[config.mk]
export PLATFORM = sky130hd
export DESIGN_NAME = seg7_capture_flat
export DESIGN_NICKNAME = d
export VERILOG_FILES = /design/src/rtl/seg7_capture_if.sv /design/src/rtl/seg7_capture.sv /design/src/flat_wrapper.sv
export SDC_FILE = /design/constraint.sdc
export NUM_CORES = 1
export LEC_CHECK = 0
export ABC_AREA = 1
export BUFFER_PORTS_ARGS = -buffer_cell sky130_fd_sc_hd__buf_4
export CAP_MARGIN = 20
export CORE_UTILIZATION = 50
export DETAILED_ROUTE_END_ITERATION = 16
export HOLD_SLACK_MARGIN = 0.05
export PLACE_DENSITY_LB_ADDON = 0.05
export SLEW_MARGIN = 10
export SYNTH_ARGS = -nofsm -noshare
export SYNTH_HDL_FRONTEND = slang
export SYNTH_SLANG_ARGS = --single-unit
export TNS_END_PERCENT = 30
[constraint.sdc]
create_clock -name clk -period 7.1 [get_ports clk]
set_input_delay 0.71 -clock clk [delete_from_list [all_inputs] [get_ports clk]]
set_output_delay 0.71 -clock clk [all_outputs]
set_load 0.01 [all_outputs]
[src/rtl/seg7_capture_if.sv]
// Seven-segment capture bus.
// Groups the multiplexed display inputs (Salida, AN, clr) and the captured-digit
// results (digits, valid, dp, upd, upd_idx, err_pat, err_an).
//   master : drives the display bus and clr, observes the results (testbench side)
//   slave  : samples the display bus and clr, drives the results (seg7_capture)
interface seg7_capture_if;
    logic [7:0]  Salida;   // segments, active-low: [7]=a .. [1]=g, [0]=dp
    logic [7:0]  AN;       // anode strobes, active-low
    logic        clr;      // synchronous clear of captured state
    logic [31:0] digits;   // position i in [4i+3:4i]
    logic [7:0]  valid;
    logic [7:0]  dp;       // 1 = decimal point lit
    logic        upd;      // one-cycle commit pulse
    logic [2:0]  upd_idx;
    logic        err_pat;
    logic        err_an;

    modport master (
        output Salida, AN, clr,
        input  digits, valid, dp, upd, upd_idx, err_pat, err_an
    );

    modport slave (
        input  Salida, AN, clr,
        output digits, valid, dp, upd, upd_idx, err_pat, err_an
    );
endinterface

[src/rtl/seg7_capture.sv]
// Captures the digits shown on a multiplexed, active-low seven-segment display.
// Both buses are double-synchronized; a digit is committed once segments and
// anodes have been identical for STABLE_CYC consecutive synchronized samples.
// Ports:
//   clk  : system clock, rising edge
//   rst  : asynchronous active-high reset
//   bus  : seg7_capture_if.slave (Salida/AN/clr in; digits/valid/dp/upd/upd_idx/
//          err_pat/err_an out)
module seg7_capture #(
    parameter int unsigned STABLE_CYC = 4  // legal 2..255
) (
    input logic           clk,
    input logic           rst,
    seg7_capture_if.slave bus
);
    localparam logic [7:0] CntMax = 8'(STABLE_CYC - 1);

    typedef enum logic [1:0] {StBlank, StSettle, StHeld} state_e;

    logic [7:0]  seg_m_q, seg_s_q, an_m_q, an_s_q;
    logic [15:0] prev_q;
    logic [7:0]  cnt_q;
    state_e      state_q;
    logic [31:0] digits_q;
    logic [7:0]  valid_q, dp_q;
    logic        upd_q;
    logic [2:0]  upd_idx_q;
    logic        err_pat_q, err_an_q;

    logic [7:0] an_low;
    logic       an_blank, an_onehot, an_multi;
    logic [2:0] an_idx;
    logic       chg, stable_max, commit;
    logic [3:0] code;
    logic       code_bad;

    always_comb begin
        an_low    = ~an_s_q;
        an_blank  = (an_low == 8'h00);
        an_onehot = !an_blank && ((an_low & (an_low - 8'd1)) == 8'h00);
        an_multi  = !an_blank && !an_onehot;
        an_idx    = 3'd0;
        for (int i = 0; i < 8; i++) begin
            if (an_low[i]) an_idx = 3'(i);
        end
        chg        = ({seg_s_q, an_s_q} != prev_q);
        // Counter at its ceiling and no change this cycle: the current sample is
        // the STABLE_CYC-th identical one.
        stable_max = (cnt_q == CntMax) && !chg;
        commit     = (state_q == StSettle) && stable_max && an_onehot;
    end

    // Decode on a..g only; dp is captured separately.
    always_comb begin
        code_bad = 1'b0;
        case (seg_s_q[7:1])
            7'h01:        code = 4'd0;
            7'h4F:        code = 4'd1;
            7'h12:        code = 4'd2;
            7'h06:        code = 4'd3;
            7'h4C:        code = 4'd4;
            7'h24:        code = 4'd5;
            7'h20:        code = 4'd6;
            7'h0F:        code = 4'd7;
            7'h00:        code = 4'd8;
            7'h04, 7'h0C: code = 4'd9;  // nine with and without segment d
            default: begin
                code     = 4'hF;
                code_bad = 1'b1;
            end
        endcase
    end

    always_ff @(posedge clk or posedge rst) begin
        if (rst) begin
            seg_m_q   <= 8'hFF;
            seg_s_q   <= 8'hFF;
            an_m_q    <= 8'hFF;
            an_s_q    <= 8'hFF;
            prev_q    <= 16'hFFFF;
            cnt_q     <= 8'd0;
            state_q   <= StBlank;
            digits_q  <= 32'd0;
            valid_q   <= 8'd0;
            dp_q      <= 8'd0;
            upd_q     <= 1'b0;
            upd_idx_q <= 3'd0;
            err_pat_q <= 1'b0;
            err_an_q  <= 1'b0;
        end else begin
            seg_m_q <= bus.Salida;
            seg_s_q <= seg_m_q;
            an_m_q  <= bus.AN;
            an_s_q  <= an_m_q;
            prev_q  <= {seg_s_q, an_s_q};

            if (chg) begin
                cnt_q <= 8'd0;
            end else if (cnt_q != CntMax) begin
                cnt_q <= cnt_q + 8'd1;
            end

            if (an_blank || an_multi) begin
                state_q <= StBlank;
            end else begin
                case (state_q)
                    StBlank:  state_q <= StSettle;
                    StSettle: if (commit) state_q <= StHeld;
                    StHeld:   if (chg) state_q <= StSettle;
                    default:  state_q <= StBlank;
                endcase
            end

            upd_q <= 1'b0;
            if (bus.clr) begin
                // Clear wins over a coincident commit; that commit is lost.
                digits_q  <= 32'd0;
                valid_q   <= 8'd0;
                dp_q      <= 8'd0;
                err_pat_q <= 1'b0;
                err_an_q  <= 1'b0;
            end else begin
                if (commit) begin
                    digits_q[{an_idx, 2'b00} +: 4] <= code;
                    valid_q[an_idx]                <= 1'b1;
                    dp_q[an_idx]                   <= ~seg_s_q[0];
                    upd_idx_q                      <= an_idx;
                    upd_q                          <= 1'b1;
                    if (code_bad) err_pat_q <= 1'b1;
                end
                if (stable_max && an_multi) err_an_q <= 1'b1;
            end
        end
    end

    assign bus.digits  = digits_q;
    assign bus.valid   = valid_q;
    assign bus.dp      = dp_q;
    assign bus.upd     = upd_q;
    assign bus.upd_idx = upd_idx_q;
    assign bus.err_pat = err_pat_q;
    assign bus.err_an  = err_an_q;
endmodule

[src/flat_wrapper.sv]
// flat-port wrapper written by rule: the top's interface ports become plain ports
module seg7_capture_flat 
#(
    parameter int unsigned STABLE_CYC = 4                 
)
  (clk, rst, bus_Salida, bus_AN, bus_clr, bus_digits, bus_valid, bus_dp, bus_upd, bus_upd_idx, bus_err_pat, bus_err_an);
  seg7_capture_if bus_i ();
  input logic clk;
  input logic rst;
  input wire logic [$bits(bus_i.Salida)-1:0] bus_Salida;
  input wire logic [$bits(bus_i.AN)-1:0] bus_AN;
  input wire logic [$bits(bus_i.clr)-1:0] bus_clr;
  output wire logic [$bits(bus_i.digits)-1:0] bus_digits;
  output wire logic [$bits(bus_i.valid)-1:0] bus_valid;
  output wire logic [$bits(bus_i.dp)-1:0] bus_dp;
  output wire logic [$bits(bus_i.upd)-1:0] bus_upd;
  output wire logic [$bits(bus_i.upd_idx)-1:0] bus_upd_idx;
  output wire logic [$bits(bus_i.err_pat)-1:0] bus_err_pat;
  output wire logic [$bits(bus_i.err_an)-1:0] bus_err_an;
  assign bus_i.Salida = bus_Salida;
  assign bus_i.AN = bus_AN;
  assign bus_i.clr = bus_clr;
  assign bus_digits = bus_i.digits;
  assign bus_valid = bus_i.valid;
  assign bus_dp = bus_i.dp;
  assign bus_upd = bus_i.upd;
  assign bus_upd_idx = bus_i.upd_idx;
  assign bus_err_pat = bus_i.err_pat;
  assign bus_err_an = bus_i.err_an;
  seg7_capture #(.STABLE_CYC(STABLE_CYC)) u_core (.clk(clk), .rst(rst), .bus(bus_i));
endmodule
==> results.md, run 1 <==
* Die area at 10,300 um2
* Worst setup EP type: flop
* Sequential cell area at 2860 um2
* Post-synthesis register bit count at 112
* Area taken by multi-input logic gates at 1770 um2
* FILL cells at 847
* Max cap viols at 0
* DIE WIDTH at 102 um
* Rel. slew slack at 32.9%
* Overall global routing resource usage at 21.7%
* Worst r2r src: u_core.an_s_q[2]$_DFF_PP1_
* VDD IR max at 0.000143 V
* Worst-Skew Late Latency at 0.38 ns
* Post-synth net total at 606
* Syn Inst Count at 583
* RSZ-0062 raised after global routing: no
* WL per Instance at 13.0 um
* HPWL after DPL at 7370 um
* Synth top area cells: dfrtp_1 32%, dfstp_2 25%, nand2_1 12%
* Final setup fails at 0
* I/O Buffers at 72
* Slew Viols, Final at 0
* Share of layout cells above drive strength 1 at 26.2%
* Asr flop ratio synth at 100%
* Post-CTS Setup Inserts at 0
* First-pass GRT wire length at 17,200 um
* Synthesis-to-layout area growth at 17.5%
* Startpoint types: flop
* Worst-margin pin slew at 1.01 ns
* CTS clk-pin slew, worst paths at 0.11 ns
* Arrival @ worst endpoint at 3.22 ns
* Sequential area share after synthesis at 57.7%
* H-tree depth at 3
* Yosys top cell by area: dfrtp_1
* Initial Util at 52.7%
* Max clock buf depth at 2
* Clock root cell: clkbuf_8
* Initial antenna violation count at 0
* Rows at 35
* Top cells by count, synth: 162 x nand2_1, 87 x nor2_1, 64 x dfrtp_1, 56 x nand3_1, 51 x inv_1
* Pwr dens at 193 nW/um2
* Yosys cell types at 32
* CTS sink count at 112
* Post-synth EDFFs at 0
* CP required at 7.42 ns
* Post-cts sizing count at 0
* Largest net degree at the start of global routing at 83
* Final Hold Vio Count at 0
* First-pass DRT Iterations at 4
* Synth top area share at 32.3%
* Cell with the most instances after synthesis: nand2_1
* Gpl congestion at 0.905
* Core Region at 9420 um2
* TritonCTS clock tree: yes
* Outcome: complete, no violations
* Avg Cell Area, Syn at 8.51 um2
* Peak Freq at 345 MHz
* Vias in the first global route at 3,745
* Post-CTS Hold Buffers at 0
* Post-Layout Cell Count at 792
* Setup TNS at 0 ns
* Nets at 681
* Placed Cells at 775
* Skew final at 0.0116 ns
* Chip height at 102 um
* Antenna-violating nets left at 0
* Grt ovf at 0
* CTS buffer count at 9
* CP Class: reg -> reg
* Drc violations at 0
* Pleak at 0.00297 uW
* Part of the cycle the worst path needs at 40.8%
* CP startpoint: u_core.an_s_q[2]$_DFF_PP1_
* Crit-path max FO at 9
* Vias after detailed routing at 3,957
* Iter 0 DRT Violations at 156
* Top_reg_cell synth: dfrtp_1
* Top Ports at 73
* Inserted Diodes at 0
* Post-Syn Area at 4960 um2
* Vias per std cell at 5.00
* Minimum clock period at 2.90 ns
* Worst min-delay path category: in -> async
* Synthesis Warnings at 0
* Final wirelength at 10,300 um
-- layout make-up --
cell class	count	area share (%)
clock buffer	10	2.19
timing repair buffer	74	9.88
clock inverter	6	1.03
multi-input combinational	391	30.4
inverter	70	4.55
tap	129	2.77
sequential	112	49.2
-- state kept, by name, indices dropped and copies added, names as in the netlist --
name,cells
u_core.bus.err_pat,1
u_core.state_q,2
u_core.bus.dp,8
u_core.an_s_q,8
u_core.prev_q,16
u_core.bus.err_an,1
u_core.bus.upd_idx,3
u_core.seg_m_q,8
u_core.cnt_q,8
u_core.bus.digits,32
u_core.bus.upd,1
u_core.bus.valid,8
u_core.seg_s_q,8
u_core.an_m_q,8
-- path summary, 6_finish.rpt --
path / end / slack, ns / cells after the start
min in group clk: u_core.seg_s_q[2]$_DFF_PP1_ / 0.36 / 0
max in group asynchronous: u_core.an_s_q[0]$_DFF_PP1_ / 5.80 / 4
worst min register to register: u_core.seg_s_q[2]$_DFF_PP1_ / 0.36 / 0
worst max-delay path: u_core.bus.digits[0]$_DFFE_PP0P_ / 4.20 / 17
worst min-delay path: u_core.bus.valid[6]$_DFFE_PP0P_ / 0.30 / 2
worst max register to register: u_core.bus.digits[0]$_DFFE_PP0P_ / 4.20 / 17
-- per-layer routing --
| layer | vias to the layer above | global-route usage, % | routed length [um] | share of wire (%) |
|---|---|---|---|---|
| li1 | 1974 | - | - | - |
| met1 | 1871 | 28.1 | 4600 | 45 |
| met2 | 95 | 36.4 | 5080 | 49 |
| met3 | 17 | 3.66 | 455 | 4.4 |
| met4 | 0 | 8.25 | 196 | 1.9 |
| met5 | - | 0 | 0 | 0 |
-- cells by family (layout without fill, tap and decap cells) --
| family | count (synthesis) | after routing | synth area share [%] |
|---|---|---|---|
| flip-flops | 112 | 112 | 57.7 |
| adder cells (fa/ha/maj) | 4 | 4 | 1.01 |
| XOR/XNOR | 2 | 2 | 0.353 |
| buffers and inverters | 80 | 160 | 6.54 |
| AND/OR/NAND/NOR | 339 | 339 | 29.6 |
| AO/OA/AOI/OAI | 46 | 46 | 4.74 |
-- power by group --
part	internal, uW	switching (uW)	leakage (uW)
registers	664	12.6	0.00139
logic	26.3	58.4	0.00148
clock network	137	228	0.0000965
-- layout by cell type, fill, tap and decap left out, types with 2 or more instances in the layout --
cell,Yosys,routed
a21oi_1,21,21
buf_4,4,73
clkbuf_8,0,9
clkinv_1,3,3
dfrtp_1,64,64
dfstp_2,48,48
ha_1,4,4
inv_1,51,50
inv_2,16,16
inv_4,0,2
inv_6,0,2
nand2_1,162,162
nand2_2,6,6
nand3_1,56,56
nand4_1,6,6
nor2_1,87,87
nor2_2,6,6
nor2_4,5,5
nor3_1,4,4
o21ai_0,6,6
o21ai_1,17,17
xor2_1,2,2
-- critical path: stages, from the launching register on --
cell,delay [ns]
dfstp_2,0.59
inv_1,0.05
o21ai_1,0.11
nand2_1,0.06
nand2_1,0.05
nand2_1,0.18
nand2_2,0.16
inv_1,0.12
ha_1,0.24
ha_1,0.32
clkinv_1,0.22
nand2_1,0.16
nor2_1,0.06
nand2_1,0.12
nor2_1,0.06
nor2_1,0.20
nand2_1,0.07
nand2_1,0.07
-- metrics by stage --
stage,utilization [%],hold WS [ns],total power [uW],instance area (um2),worst slack [ns]
final,61.9,0.301,1130,5820,4.20
after global routing,61.9,0.311,1180,5820,3.84
after CTS,61.6,0.288,1140,5800,4.20
after detailed placement,59.6,0.347,771,5610,4.22
after global placement,59.6,0.346,769,5610,4.33
after floorplan,-,0.345,742,4960,3.51
Note: power is estimated with default switching activity, not from simulation.
==> inputs of run 2 (changes only) <==
==> constraint.sdc (replaced) <==
create_clock -name clk -period 2.3 [get_ports clk]
set_input_delay 0.23 -clock clk [delete_from_list [all_inputs] [get_ports clk]]
set_output_delay 0.23 -clock clk [all_outputs]
set_load 0.01 [all_outputs]
==> results.md, run 2 (same netlist as run 1, synthesis figures left out) <==
* CTS buffer count at 9
* Placed Cells at 796
* Worst-margin pin slew at 0.578 ns
* Final worst slack at 0.0252 ns
* Final Hold Vio Count at 0
* DP Area at 5790 um2
* Post-place setup slack at -0.155 ns
* Inserted Diodes at 0
* Final setup fails at 0
* Vias after detailed routing at 4,132
* Overall global routing resource usage at 22.8%
* Outcome: complete, no violations
* Sequential cell area at 2860 um2
* CP Class: reg -> reg
* CTS sink count at 112
* HPWL after DPL at 7630 um
* Worst-Skew Late Latency at 0.38 ns
* Most common cell after layout, fill and taps aside: nand2_1
* Grt ovf at 0
* Vias per std cell at 4.94
* RSZ-0062 raised after global routing: yes
* Pleak at 0.00318 uW
* Area taken by multi-input logic gates at 1960 um2
* Nets at 725
* CP required at 2.60 ns
* DIE WIDTH at 102 um
* FILL cells at 758
* Vias in the first global route at 3,954
* Post-route cell area at 6420 um2
* Initial antenna violation count at 0
* Max cap viols at 0
* Synthesis-to-layout area growth at 29.4%
* Most frequent cells in the layout: 154 x nand2_1, 98 x buf_4, 76 x nor2_1
* Rows at 35
* Hold slack at 0.257 ns
* VDD IR max at 0.000407 V
* H-tree depth at 3
* Minimum clock period at 2.27 ns
* Post-Layout Cell Count at 836
* Setup TNS at 0 ns
* Die area at 10,300 um2
* Part of the cycle the worst path needs at 98.9%
* I/O Buffers at 72
* Max clock buf depth at 2
* Initial Util at 52.7%
* Skew final at 0.0141 ns
* Crit-path max FO at 4
* Worst setup EP type: flop
* Largest net degree at the start of global routing at 113
* Pwr dens at 557 nW/um2
* Startpoint types: flop
* TritonCTS clock tree: yes
* Core Region at 9420 um2
* Worst min-delay path category: in -> reg
* First-pass GRT wire length at 18,000 um
* Slew Viols, Final at 0
* Share of layout cells above drive strength 1 at 33.8%
* CTS clk-pin slew, worst paths at 0.12 ns
* First-pass DRT Iterations at 5
* Arrival @ worst endpoint at 2.58 ns
* Max FFs per register at 32
* Top Ports at 73
* WL per Instance at 13.5 um
* Final wirelength at 11,300 um
* Antenna-violating nets left at 0
* Clock root cell: clkbuf_8
* Iter 0 DRT Violations at 133
* Gpl congestion at 0.887
* Peak Freq at 440 MHz
* Chip height at 102 um
* Rel. slew slack at 61.5%
* Drc violations at 0
==> run 2: cell count changes in the layout (fill, tap and decap cells not counted), sizes merged <==
cell,before,now
clkbuf,10,11
dlygate4sd3,0,17
clkinv,5,2
inv,71,73
clkinvlp,0,1
buf,74,100
==> run 2: timing repair <==
action / 4_1_cts / 5_1_grt
cloned: 0 / 1
setup buffers: 0 / 6
hold buffers: 17 / 0
pin swaps: 4 / 20
hold endpoints to repair: 57 / 0
gates resized for setup: 9 / 44
endpoints found under the setup margin: 26 / 39
==> run 2: path summary, 6_finish.rpt <==
check / from / to / cells past startpoint / slack [ns]
setup reg to reg: u_core.an_s_q[2]$_DFF_PP1_ / u_core.bus.digits[9]$_DFFE_PP0P_ / 15 / 0.03
setup / recovery: u_core.an_s_q[2]$_DFF_PP1_ / u_core.bus.digits[9]$_DFFE_PP0P_ / 15 / 0.03
min in group asynchronous: rst / u_core.bus.valid[5]$_DFFE_PP0P_ / 4 / 0.57
hold / removal: bus_clr / u_core.bus.valid[3]$_DFFE_PP0P_ / 2 / 0.26
max in group asynchronous: rst / u_core.bus.digits[26]$_DFFE_PP0P_ / 4 / 1.31
hold reg to reg: u_core.an_m_q[6]$_DFF_PP1_ / u_core.an_s_q[6]$_DFF_PP1_ / 0 / 0.35
==> run 2: critical path: stages (launching register included) <==
cell and delay [ns]:
dfstp_2 0.55, inv_2 0.04, o21ai_2 0.13, nand2_1 0.06, nand2_1 0.07, nand2_2 0.06
nand2_2 0.08, inv_2 0.05, ha_4 0.17, ha_4 0.16, inv_4 0.06, nand4_1 0.17
buf_4 0.21, nor2_4 0.14, nand2_2 0.08, o21ai_1 0.16
==> run 2: per-layer routing <==
| layer | up-vias | track usage [%] | wire (um) |
|---|---|---|---|
| met1 | 1966 | 28.1 | 4980 |
| li1 | 2056 | - | - |
| met2 | 89 | 39.3 | 5620 |
| met4 | 0 | 8.70 | 256 |
| met3 | 21 | 4.83 | 406 |
| met5 | - | 0 | 0 |
==> run 2: area by class of cell <==
class | count | share of cell area [%]
Inverter | 70 | 4.27
Multi-Input combinational cell | 391 | 30.6
Timing Repair Buffer | 118 | 15.1
Clock inverter | 6 | 0.936
Sequential cell | 112 | 44.6
Tap cell | 129 | 2.51
Clock buffer | 10 | 1.99
==> run 2: through the flow <==
stage                     utilization [%]  total power [uW]
after floorplan                         -              2290
after CTS                            65.7              3580
after global routing                 68.2              3710
final                                68.2              3570
after detailed placement             61.5              2410
after global placement               61.5              2400
==> run 2: where the power goes <==
group          switching, uW  internal [uW]  total (uW)
sequential              36.1           2050        2090
combinational            217            131         348
clock                    716            425        1140
==> inputs of run 3 (changes only) <==
--- a/config.mk
+++ b/config.mk
@@ -5,7 +5,6 @@
 export SDC_FILE = /design/constraint.sdc
 export NUM_CORES = 1
 export LEC_CHECK = 0
-export ABC_AREA = 1
 export BUFFER_PORTS_ARGS = -buffer_cell sky130_fd_sc_hd__buf_4
 export CAP_MARGIN = 20
 export CORE_UTILIZATION = 50
==> results.md, run 3 <==
* Outcome: complete, but fails checks
* Failing checks: setup timing
* Post-synth EDFFs at 0
* Avg Cell Area, Syn at 12.0 um2
* Top_reg_cell synth: dfrtp_1
* Worst-Skew Late Latency at 0.38 ns
* TritonCTS clock tree: yes
* Initial antenna violation count at 0
* DIE WIDTH at 100 um
* CP required at 2.57 ns
* Post-synthesis register bit count at 112
* Skew final at 0.0166 ns
* Share of layout cells above drive strength 1 at 47.3%
* CP max stage delay at 0.62 ns
* Peak Freq at 407 MHz
* Worst min-delay path category: in -> async
* Post-place setup slack at -0.291 ns
* H-tree depth at 3
* Overall global routing resource usage at 22.9%
* Max cap viols at 0
* Final setup fails at 41
* Worst-margin pin slew at 0.680 ns
* Worst setup EP type: flop
* CTS buffer count at 9
* Synthesis Warnings at 0
* Drc violations at 0
* Part of the cycle the worst path needs at 107%
* Xor/xnor cell area share of the yosys netlist at 4.38%
* Synth top area share at 33.3%
* Initial Util at 51.8%
* Die area at 10,000 um2
* Inserted Diodes at 0
* Iter 0 DRT Violations at 140
* Nets at 589
* Post-Syn Area at 4800 um2
* Vias in the first global route at 3,614
* Asr flop ratio synth at 100%
* Clock root cell: clkbuf_8
* Final wirelength at 10,500 um
* VDD IR max at 0.000485 V
* Syn Inst Count at 401
* Yosys cell types at 53
* Largest net degree at the start of global routing at 59
* CTS sink count at 112
* Final Hold Vio Count at 0
* Crit-path cells: buf_6 > buf_4 > nor2_1 > o21ai_0 > nand3_1 > and2_2 > or4_4 > mux2i_1
* Most common cell after layout, fill and taps aside: buf_4
* HPWL after DPL at 7020 um
* Slew Viols, Final at 0
* Top cells by count, synth: 64 x dfrtp_1, 48 x dfstp_2, 41 x nand2b_1, 38 x mux2i_1, 26 x nor2_1
* Tot Pwr at 3600 uW
* Rows at 35
* Post-synthesis compound-gate area fraction at 6.02%
* Minimum clock period at 2.46 ns
* Crit-path max FO at 7
* CTS clk-pin slew, worst paths at 0.12 ns
* Max clock buf depth at 2
* Pleak at 0.00321 uW
* Pwr dens at 535 nW/um2
* Most frequent cells in the layout: 148 x buf_4, 64 x dfrtp_1, 48 x dfstp_2
* Grt ovf at 0
* RSZ-0062 raised after global routing: yes
* Max FFs per register at 32
* Synthesis-to-layout area growth at 39.8%
* Sequential area share after synthesis at 59.6%
* I/O Buffers at 72
* Chip height at 100 um
* Post-synthesis mux area share at 8.39%
* Largest family of logic cells by synthesized area: simple AND/OR/NAND/NOR gates
* Arrival @ worst endpoint at 2.73 ns
* Slowest-stage cell, CP: dfstp_2
* CP Class: reg -> reg
* Vias per std cell at 5.03
* Yosys top cell by area: dfrtp_1
* First-pass DRT Iterations at 4
* Simple-Gate Fraction of Synth Area at 17.5%
* Core Region at 9280 um2
* WL per Instance at 15.0 um
* Util after Layout at 72.3%
* Rel. slew slack at 54.6%
* Post-Synth Adder-Cell Area at 1.04%
* Gpl congestion at 0.834
* Post-synth net total at 424
* Final worst slack at -0.158 ns
* Antenna-violating nets left at 0
* Top Ports at 73
* First-pass GRT wire length at 17,600 um
* Startpoint types: flop
* Synth top area cells: dfrtp_1 33%, dfstp_2 26%, mux2i_1 7.9%
* Vias after detailed routing at 3,524
* Cell with the most instances after synthesis: dfrtp_1
## run 3: timing repair
action | CTS | global route
endpoints found under the hold margin | 16 | 0
pin swaps | 11 | 8
endpoints found under the setup margin | 45 | 50
hold buffers | 16 | 0
setup buffers | 16 | 5
resized for setup | 41 | 16
## run 3: through the flow
| step | hold WS [ns] | TNS [ns] | cell area [um2] | std cells |
|---|---|---|---|---|
| after floorplan | 0.234 | -10.72 | 4810 | 401 |
| after global placement | 0.338 | -6.49 | 5940 | 647 |
| after detailed placement | 0.339 | -8.37 | 5940 | 647 |
| after CTS | 0.301 | -2.27 | 6600 | 695 |
| after global routing | 0.334 | -8.84 | 6720 | 700 |
| final | 0.285 | -3.67 | 6720 | 700 |
## run 3: per-layer routing
| layer | up-vias | GRT usage (%) | routed length, um | part of all wire (%) |
|---|---|---|---|---|
| li1 | 1697 | - | - | - |
| met1 | 1728 | 30.3 | 4680 | 44 |
| met2 | 76 | 37.3 | 5240 | 50 |
| met3 | 23 | 4.25 | 313 | 3.0 |
| met4 | 0 | 9.59 | 287 | 2.7 |
| met5 | - | 0 | 0 | 0 |
## run 3: cells by family (layout without fill, tap and decap cells)
logic type / count (synthesis) / count (layout)
flops: 112 / 112
xor+xnor: 24 / 24
compound gates: 44 / 44
simple gates: 143 / 143
fa+ha+maj: 4 / 4
mux: 40 / 40
buf+inv: 34 / 204
## run 3: worst paths after layout
check	slack [ns]	to	cells past startpoint	from
setup / recovery	-0.16	u_core.bus.digits[20]$_DFFE_PP0P_	8	u_core.an_s_q[6]$_DFF_PP1_
hold / removal	0.29	u_core.prev_q[14]$_DFF_PP1_	2	rst
setup reg to reg	-0.16	u_core.bus.digits[20]$_DFFE_PP0P_	8	u_core.an_s_q[6]$_DFF_PP1_
hold reg to reg	0.36	u_core.an_s_q[4]$_DFF_PP1_	0	u_core.an_m_q[4]$_DFF_PP1_
max in group asynchronous	1.69	u_core.an_m_q[0]$_DFF_PP1_	3	rst
min in group clk	0.33	u_core.bus.valid[5]$_DFFE_PP0P_	2	bus_clr
## run 3: final cells by class
type                            instances  area [um2]
Clock inverter                          5        43.8
Sequential cell                       112        2860
Tap cell                              129         161
Fill cell                             661        2570
Multi-Input combinational cell        255        2020
Timing Repair Buffer                  177        1440
Clock buffer                           11         151
Inverter                               11        45.0
## run 3: worst max-delay path: cells and delay by family (launching register included)
family / cells / cell delay (ns)
AOI/OAI and AO/OA: 1 / 0.24
buffers and inverters: 2 / 0.22
DFF: 1 / 0.62
muxes: 1 / 0.14
and+or+nand+nor: 4 / 1.14
## run 3: power breakdown
part	leakage (uW)	switching (uW)	internal, uW	total, uW
registers	0.00139	26.7	2050	2070
logic	0.00171	183	174	357
clock network	0.000105	690	475	1170
total	0.00321	900	2700	3600
